### src/rtl/mult_div_unit.sv
// -----------------------------------------------------------------------------
// mult_div_unit
//   Iterative multiply/divide unit for the multicycle MIPS datapath.
//   Implements mult, multu, div, divu (one bit per cycle, fixed 34-cycle
//   latency from the start edge to the done cycle) and mthi/mtlo writes.
//   ITER must equal WIDTH.
//
// Ports
//   clock        system clock, rising edge
//   reset        asynchronous active-low reset
//   start        one-cycle request, sampled only while idle
//   op           00 mult, 01 multu, 10 div, 11 divu
//   a, b         rs / rt operands (multiplicand/dividend, multiplier/divisor)
//   hi_wr, lo_wr mthi / mtlo strobes (idle only, start has priority)
//   wdata        data for mthi / mtlo
//   busy         high whenever the unit is not idle
//   done         one-cycle pulse, HI/LO valid from this cycle on
//   div_by_zero  high together with done when a divide had b == 0
//   hi, lo       HI / LO registers
// -----------------------------------------------------------------------------
module mult_div_unit #(
  parameter int WIDTH = 32,
  parameter int ITER  = 32
) (
  input  logic             clock,
  input  logic             reset,
  input  logic             start,
  input  logic [1:0]       op,
  input  logic [WIDTH-1:0] a,
  input  logic [WIDTH-1:0] b,
  input  logic             hi_wr,
  input  logic             lo_wr,
  input  logic [WIDTH-1:0] wdata,
  output logic             busy,
  output logic             done,
  output logic             div_by_zero,
  output logic [WIDTH-1:0] hi,
  output logic [WIDTH-1:0] lo
);

  typedef enum logic [2:0] {IDLE, MUL, DIV, FIN, DONE} state_t;

  localparam int CW = $clog2(ITER + 1);

  state_t             state, state_nx;
  logic [CW-1:0]      cnt;
  // Shared accumulator: MUL holds {partial product, remaining multiplier},
  // DIV holds {partial remainder, dividend bits shifting into quotient}.
  logic [2*WIDTH-1:0] acc;
  logic [WIDTH-1:0]   opnd;      // multiplicand magnitude or divisor magnitude
  logic               is_div;
  logic               neg_lo;    // negate product / quotient at FIN
  logic               neg_hi;    // negate remainder at FIN (sign of dividend)
  logic               dbz;
  logic [WIDTH-1:0]   hi_q, lo_q;

  // Operand magnitudes for the signed ops; unsigned ops pass through.
  logic               signed_op, sign_a, sign_b, b_zero, last;
  logic [WIDTH-1:0]   mag_a, mag_b;

  assign signed_op = ~op[0];
  assign sign_a    = signed_op & a[WIDTH-1];
  assign sign_b    = signed_op & b[WIDTH-1];
  assign mag_a     = sign_a ? -a : a;
  assign mag_b     = sign_b ? -b : b;
  assign b_zero    = (b == {WIDTH{1'b0}});
  assign last      = (cnt == CW'(ITER - 1));

  // One iteration of shift-add and of restoring division.
  logic [WIDTH:0]     mul_sum, div_shift, div_diff;
  assign mul_sum   = {1'b0, acc[2*WIDTH-1:WIDTH]}
                   + {1'b0, (acc[0] ? opnd : {WIDTH{1'b0}})};
  assign div_shift = acc[2*WIDTH-1:WIDTH-1];
  assign div_diff  = div_shift - {1'b0, opnd};

  // Sign-corrected results written at FIN.
  logic [2*WIDTH-1:0] prod_fix;
  logic [WIDTH-1:0]   quo_fix, rem_fix;
  assign prod_fix = neg_lo ? -acc : acc;
  assign quo_fix  = neg_lo ? -acc[WIDTH-1:0] : acc[WIDTH-1:0];
  assign rem_fix  = neg_hi ? -acc[2*WIDTH-1:WIDTH] : acc[2*WIDTH-1:WIDTH];

  // NOTE: state registers use non-blocking assignments so every flop samples
  // pre-edge values regardless of process evaluation order.
  always_ff @(posedge clock or negedge reset) begin
    if (!reset) state <= IDLE;
    else        state <= state_nx;
  end

  always_comb begin
    // NOTE: every output of this block gets a default first so no latch is
    // inferred on paths that do not assign it.
    state_nx    = state;
    busy        = (state != IDLE);
    done        = 1'b0;
    div_by_zero = 1'b0;
    case (state)
      IDLE: if (start) begin
        if (!op[1])      state_nx = MUL;
        else if (b_zero) state_nx = DONE;
        else             state_nx = DIV;
      end
      MUL:  if (last) state_nx = FIN;
      DIV:  if (last) state_nx = FIN;
      FIN:  state_nx = DONE;
      DONE: begin
        done        = 1'b1;
        div_by_zero = dbz;
        state_nx    = IDLE;
      end
      default: state_nx = IDLE;
    endcase
  end

  // NOTE: datapath registers are reset as well so an aborted operation leaves
  // no stale state behind; there is no array storage here to worry about.
  always_ff @(posedge clock or negedge reset) begin
    if (!reset) begin
      cnt    <= '0;
      acc    <= '0;
      opnd   <= '0;
      is_div <= 1'b0;
      neg_lo <= 1'b0;
      neg_hi <= 1'b0;
      dbz    <= 1'b0;
      hi_q   <= '0;
      lo_q   <= '0;
    end else begin
      case (state)
        IDLE: begin
          if (start) begin
            cnt    <= '0;
            is_div <= op[1];
            neg_lo <= sign_a ^ sign_b;
            neg_hi <= op[1] & sign_a;
            dbz    <= op[1] & b_zero;
            if (op[1]) begin
              acc  <= {{WIDTH{1'b0}}, mag_a};
              opnd <= mag_b;
            end else begin
              acc  <= {{WIDTH{1'b0}}, mag_b};
              opnd <= mag_a;
            end
          end else begin
            if (hi_wr) hi_q <= wdata;
            if (lo_wr) lo_q <= wdata;
          end
        end
        MUL: begin
          acc <= {mul_sum, acc[WIDTH-1:1]};
          cnt <= cnt + 1'b1;
        end
        DIV: begin
          // Keep the difference only when it did not borrow (restoring step).
          if (div_diff[WIDTH])
            acc <= {div_shift[WIDTH-1:0], acc[WIDTH-2:0], 1'b0};
          else
            acc <= {div_diff[WIDTH-1:0], acc[WIDTH-2:0], 1'b1};
          cnt <= cnt + 1'b1;
        end
        FIN: begin
          if (is_div) begin
            hi_q <= rem_fix;
            lo_q <= quo_fix;
          end else begin
            hi_q <= prod_fix[2*WIDTH-1:WIDTH];
            lo_q <= prod_fix[WIDTH-1:0];
          end
        end
        default: ;
      endcase
    end
  end

  assign hi = hi_q;
  assign lo = lo_q;

endmodule

### config.mk
export PLATFORM = sky130hd
export DESIGN_NAME = mult_div_unit
export DESIGN_NICKNAME = d
export VERILOG_FILES = /design/src/rtl/mult_div_unit.sv
export SDC_FILE = /design/constraint.sdc
export NUM_CORES = 1
export LEC_CHECK = 0
export BUFFER_PORTS_ARGS = -buffer_cell sky130_fd_sc_hd__clkbuf_2
export CAP_MARGIN = 20
export CORE_UTILIZATION = 35
export CTS_CLUSTER_SIZE = 25
export DETAILED_ROUTE_END_ITERATION = 7
export GPL_TIMING_DRIVEN = 0
export PLACE_DENSITY = 0.52
export SLEW_MARGIN = 20
export SYNTH_ARGS = -nofsm -noshare
export SYNTH_HDL_FRONTEND = slang
export SYNTH_SLANG_ARGS = --single-unit
### constraint.sdc
create_clock -name clock -period 4.3 [get_ports clock]
set_clock_uncertainty 0.05 [all_clocks]
set_input_delay 0.645 -clock clock [delete_from_list [all_inputs] [get_ports clock]]
set_output_delay 0.645 -clock clock [all_outputs]
set_load 0.03 [all_outputs]
Yosys cells after proc, flatten, opt, wreduce, memory -nomap -nowiden. Cells that the tools add are included.

Add/sub/neg operators: 8. Eq/ne operators: 10. Mux-type cells: 28. Bitwise logic cells: 6. Reduce and logical (&&, ||, !) cells: 13.

Operators by type and width (count): $mux 32 (13); $mux 64 (3); $pmux 64 s3 (1); $neg 32->32 (4); $pmux 32 s2 (2); $neg 64->64 (1); $add 32x32->33 (1); $sub 33x32->33 (1); $logic_not 32->1 (1); $mux 3 (4); $pmux 6 s2 (1); $pmux 3 s3 (1); $ne 2x2->1 const B (4); $reduce_and 2->1 (4); $add 6x1->6 const B (1); $eq 3x2->1 const B (2); $eq 6x5->1 const B (1); $mux 6 (1); $reduce_and 3->1 (2); $reduce_bool 3->1 (2); $and 1x1->1 (4); $reduce_bool 2->1 (2); $eq 3x1->1 const B (1); $eq 3x3->1 const B (1); 6 further kinds (7).

Flip-flop bits (word level): 173. Input port bits: 103. Output and inout port bits: 67. Logic and storage cells: 75.

Longest topological paths before layout.
Depth in word-level cells: 6. Mapped depth: 14. Depth with buffers taken out: 13.

Least setup slack after synthesis. Ideal clock, no wire load.

Path type: register to register. From: reg acc[0]. To: reg acc[56]. Library setup time: 0.126 ns. Data arrival time: 3.081 ns. Data required time: 4.124 ns. Slack: 1.043 ns. Stages on the path, launching flop included: 15. Cell sequence: dfrtp_1 > inv_1 > clkbuf_1 > nor2_1 > ha_1 > clkbuf_1 > a41o_1 > a221oi_1 > or2_2 > a31oi_1 > o21ai_1 > o21ai_0 > a31oi_1 > xnor2_1 > a221o_1.

Cells in the longest elaborated chain, start to end: 3.

RTL lines: start, declared (RTL line 49) `logic [2*WIDTH-1:0] acc;`; start signal, assigned (RTL line 138) `acc <= {{WIDTH{1'b0}}, mag_a};`; start signal, assigned (RTL line 141) `acc <= {{WIDTH{1'b0}}, mag_b};`; start signal, assigned (RTL line 150) `acc <= {mul_sum, acc[WIDTH-1:1]};`; $mux 32 (RTL line 72) `+ {1'b0, (acc[0] ? opnd : {WIDTH{1'b0}})};`; $add 32x32->33 (RTL line 72); $pmux 64 s3 (RTL line 129) `case (state)`.

Every way passes these cells. A chain may end at the register's enable or synchronous reset.

Worst setup path in the final report.
From: reg acc[0]. To: reg acc[62].

The elaborated chain is that of the path after synthesis.

==> impl_results.html <==
<table>
<tr><th>Metric</th><th>Value</th></tr>
<tr><th colspan="2">Timing</th></tr>
<tr><td>Transition time of the tightest slew-check pin</td><td>0.894 ns</td></tr>
<tr><td>Setup TNS Final</td><td>0 ns</td></tr>
<tr><td>Final critical path time including I/O delays and setup</td><td>4.12 ns</td></tr>
<tr><td>Unrepaired setup endpoints after global routing</td><td>false</td></tr>
<tr><td>Hold Vio Cnt, Final</td><td>0</td></tr>
<tr><td>F_max</td><td>243 MHz</td></tr>
<tr><td>Max-slew violation count</td><td>0</td></tr>
<tr><td>Period utilisation layout</td><td>0.958</td></tr>
<tr><td>Slew HR</td><td>0.398</td></tr>
<tr><td>Count of final setup violators</td><td>0</td></tr>
<tr><td>Fin worst setup slack</td><td>0.180 ns</td></tr>
<tr><td>Hold slack final</td><td>0.0428 ns</td></tr>
<tr><th colspan="2">Floorplan</th></tr>
<tr><td>Die Ht</td><td>209 um</td></tr>
<tr><td>Number of placed I/O pins</td><td>170</td></tr>
<tr><td>Row cnt</td><td>75</td></tr>
<tr><td>Width of the die</td><td>209 um</td></tr>
<tr><td>Core box area</td><td>42000 um^2</td></tr>
<tr><td>Starting Density</td><td>0.356</td></tr>
<tr><td>Die ar.</td><td>43600 um^2</td></tr>
<tr><th colspan="2">Logic synthesis</th></tr>
<tr><td>Syn Inst Count</td><td>1928</td></tr>
<tr><td>Number of enable-type register cells in the synthesized netlist</td><td>0</td></tr>
<tr><td>Dominant synthesized flop cell</td><td>dfrtp_1</td></tr>
<tr><td>Synthesized netlist net count</td><td>2102</td></tr>
<tr><td>Async set or reset register ratio after synthesis</td><td>1.00</td></tr>
<tr><td>Post-synth cell types</td><td>84</td></tr>
<tr><td>Count of state elements after synthesis</td><td>173</td></tr>
<tr><td>Count of warnings emitted by yosys</td><td>0</td></tr>
<tr><td>Fraction of the yosys area taken by sequential cells</td><td>0.289</td></tr>
<tr><td>Netlist Area Pre-Place</td><td>15000 um^2</td></tr>
<tr><td>Average cell area after synthesis</td><td>7.76 um^2</td></tr>
<tr><th colspan="2">Routing</th></tr>
<tr><td>Remaining DRCs</td><td>0</td></tr>
<tr><td>1st-pass router iterations</td><td>6</td></tr>
<tr><td>Via total after detailed routing</td><td>15800</td></tr>
<tr><td>Final ANT Viol Nets</td><td>0</td></tr>
<tr><td>Via/cell ratio</td><td>5.91</td></tr>
<tr><td>Routed wire length</td><td>62.8 mm</td></tr>
<tr><td>Detailed Route Iter0 Violations</td><td>1293</td></tr>
<tr><td>WL per Instance</td><td>23.5 um</td></tr>
<tr><th colspan="2">Setup path</th></tr>
<tr><td>Required time of the critical path</td><td>4.56 ns</td></tr>
<tr><td>Highest fanout seen on the critical path</td><td>10</td></tr>
<tr><td>Endpoint class of the critical path</td><td>register</td></tr>
<tr><td>CP Buf/Inv Count</td><td>3</td></tr>
<tr><td>Worst Setup Path Type</td><td>reg2reg</td></tr>
<tr><td>Critical Path, Cell by Cell</td><td>inv_1 &gt; clkbuf_2 &gt; nor2_1 &gt; ha_1 &gt; clkbuf_1 &gt; a41o_1 &gt; a221oi_1 &gt; or2_2 &gt; a31oi_1 &gt; o21ai_1 &gt; o2111ai_1 &gt; a21o_1 &gt; a32oi_1 &gt; o211ai_1</td></tr>
<tr><td>Crit-path max cell delay</td><td>0.46 ns</td></tr>
<tr><td>Critical path startpoint category</td><td>register</td></tr>
<tr><td>Cell with the largest stage delay on the worst path</td><td>dfrtp_1</td></tr>
<tr><td>Arrival time at the worst endpoint</td><td>4.38 ns</td></tr>
<tr><td>Cell family contributing the most delay on the critical path</td><td>compound AO/OA/AOI/OAI gates</td></tr>
<tr><th colspan="2">Final layout</th></tr>
<tr><td>Post-synthesis to final-layout area growth</td><td>14.9%</td></tr>
<tr><td>Net count of the finished layout</td><td>2293</td></tr>
<tr><td>Antenna cells</td><td>0</td></tr>
<tr><td>Cell area after layout</td><td>17200 um^2</td></tr>
<tr><td>Ratio of cells with drive above 1 in the final layout</td><td>0.116</td></tr>
<tr><th colspan="2">Clock network</th></tr>
<tr><td>CTS H-Tree Depth</td><td>4</td></tr>
<tr><td>CTS tree</td><td>done</td></tr>
<tr><td>Number of gates resized after cts</td><td>1</td></tr>
<tr><td>Number of buffers created by CTS</td><td>17</td></tr>
<tr><td>Post-CTS setup repair buffer count</td><td>0</td></tr>
<tr><td>Clock edge transition at the registers on the reported setup and hold paths</td><td>0.08 ns</td></tr>
<tr><td>Clk root buf</td><td>clkbuf_16</td></tr>
<tr><td>Largest buffer count on any clock path</td><td>2</td></tr>
<tr><td>Cts hold-fix bufs</td><td>0</td></tr>
<tr><td>Sinks on Clock Net</td><td>173</td></tr>
<tr><td>Clock insertion delay at the later pin of the skew report</td><td>0.46 ns</td></tr>
<tr><th colspan="2">GRT</th></tr>
<tr><td>Number of global-route vias before repair</td><td>15100</td></tr>
<tr><td>Wire length of the first global-routing pass</td><td>93.7 mm</td></tr>
<tr><td>Largest net degree at the start of global routing</td><td>88</td></tr>
<tr><td>Grt total ovfl</td><td>0</td></tr>
<tr><td>Total track usage</td><td>0.283</td></tr>
<tr><td>Number of antenna violations at the first check in global routing</td><td>2</td></tr>
<tr><th colspan="2">Placement</th></tr>
<tr><td>Detailed placement HPWL</td><td>51.1 mm</td></tr>
<tr><td>IO Port Bufs</td><td>168</td></tr>
<tr><td>Worst setup timing slack at the placement stage</td><td>0.0201 ns</td></tr>
<tr><td>GP Congestion</td><td>0.920</td></tr>
<tr><td>Post-DP Area</td><td>16600 um^2</td></tr>
<tr><th colspan="2">Flow run</th></tr>
<tr><td>Maximum Capacitance Violations</td><td>0</td></tr>
<tr><th colspan="2">Power and ir drop</th></tr>
<tr><td>Power per standard cell area</td><td>927 nW/um^2</td></tr>
<tr><td>IR drop worst, VDD</td><td>0.364 mV</td></tr>
<tr><td>Leak</td><td>7.56 nW</td></tr>
<tr><th colspan="2">Worst hold path</th></tr>
<tr><td>Worst hold path class</td><td>in2async</td></tr>
<tr><th colspan="2">Outcome</th></tr>
<tr><td>Status</td><td>completed</td></tr>
</table>
layout by cell type (no fill, tap or decap), drive strengths merged, types with 7 or more instances in the layout:
cell type and instances:
o31a 10, xor2 87, clkbuf 295, a21o 41
inv 68, or3 14, buf 23, xnor2 74
nand4 11, o211ai 20, nor2 198, dfrtp 173
nor3 48, mux2i 35, or4 17, a221oi 32
nand2b 17, ha 69, a31oi 17, a22oi 19
o21a 12, nand2 205, a211oi 32, o31ai 34
o22ai 7, a21oi 165, nand3 31, and2 12
o21bai 7, o21ai 193, o41ai 10, nor2b 14
and3 21, or2 10, nor4 25
per-layer routing:
layer | wire length, um | vias up | global-route usage | part of all wire
li1 | - | 7404 | - | -
met1 | 28500 | 7645 | 0.390 | 0.45
met2 | 28400 | 620 | 0.447 | 0.45
met3 | 3820 | 114 | 0.0401 | 0.061
met4 | 2180 | 2 | 0.106 | 0.035
met5 | 12 | - | 0 | 0.00019
kinds of logic after synthesis:
group,count (synthesis),synth area share
buffers and inverters,187,0.0493
adders and majority gates,71,0.0604
DFF,173,0.289
xor gates and xnor gates,161,0.0942
AOI/OAI and AO/OA,653,0.278
muxes,38,0.0257
and+or+nand+nor,645,0.203
final cells by class:
type | instances | area [um^2]
Inverter | 60 | 225
Tap cell | 539 | 674
Clock inverter | 13 | 170
Fill cell | 4317 | 24800
Timing Repair Buffer | 172 | 920
Clock buffer | 19 | 453
Sequential cell | 173 | 4330
Multi-Input combinational cell | 1568 | 9910
Buffer | 127 | 514
cells in the mapped netlist, drive strengths merged (7+ instances only):
library cell,number,share of area
or2,10,0.0042
a22oi,19,0.0095
o21a,12,0.0061
or4,17,0.0090
dfrtp,173,0.29
a211oi,32,0.016
o211ai,20,0.010
o41ai,10,0.0064
and2,12,0.0050
mux2i,35,0.023
nand3,31,0.011
nor2,198,0.050
and3,21,0.0088
ha,69,0.058
o31a,10,0.0059
nand4,11,0.0046
or3,14,0.0059
nor4,25,0.011
o31ai,34,0.017
nor3,48,0.017
xnor2,74,0.043
a21oi,165,0.055
a221oi,32,0.019
clkbuf,108,0.027
o21ai,193,0.066
o22ai,7,0.0029
inv,60,0.015
a31oi,17,0.0071
o21bai,7,0.0035
a21o,41,0.021
buf,19,0.0070
nand2b,17,0.0076
nor2b,14,0.0059
nand2,205,0.051
xor2,87,0.051
final timing paths:
path	cells past startpoint	from	slack, ns	to
min in group clock	2	lo[23]	0.43	lo[23]
max	14	acc[0]	0.18	acc[62]
max in group asynchronous	3	reset	3.07	acc[61]
min reg2reg	2	lo[23]	0.43	lo[23]
min	1	reset	0.04	lo[16]
max reg2reg	14	acc[0]	0.18	acc[62]
stage by stage:
stage / power, W / instances / util
4_1_cts: 0.0158 / 2671 / 0.409
6_report: 0.0159 / 2671 / 0.409
3_5_place_dp: 0.0141 / 2639 / 0.394
2_1_floorplan: 0.0105 / 1928 / -
3_3_place_gp: 0.0140 / 2635 / 0.392
5_1_grt: 0.0170 / 2671 / 0.409
worst register-to-register path: stages (launching register included):
cell,delay (ns)
dfrtp_1,0.46
inv_1,0.27
clkbuf_2,0.37
nor2_1,0.08
ha_1,0.28
clkbuf_1,0.19
a41o_1,0.28
a221oi_1,0.46
or2_2,0.19
a31oi_1,0.13
o21ai_1,0.34
o2111ai_1,0.30
a21o_1,0.24
a32oi_1,0.23
o211ai_1,0.12
registers in the layout, indices dropped and copies added, names as in the netlist:
signal,count
neg_lo,1
lo,32
neg_hi,1
state,3
cnt,6
dbz,1
opnd,32
is_div,1
hi,32
acc,64
where the power goes:
part	switching [W]	total [W]	leakage (nW)	internal (W)
combinational	0.00725	0.0110	5.11	0.00372
clock	0.000791	0.00171	0.304	0.000916
sequential	0.000834	0.00325	2.15	0.00242
Power figures use the tool's default switching activity.
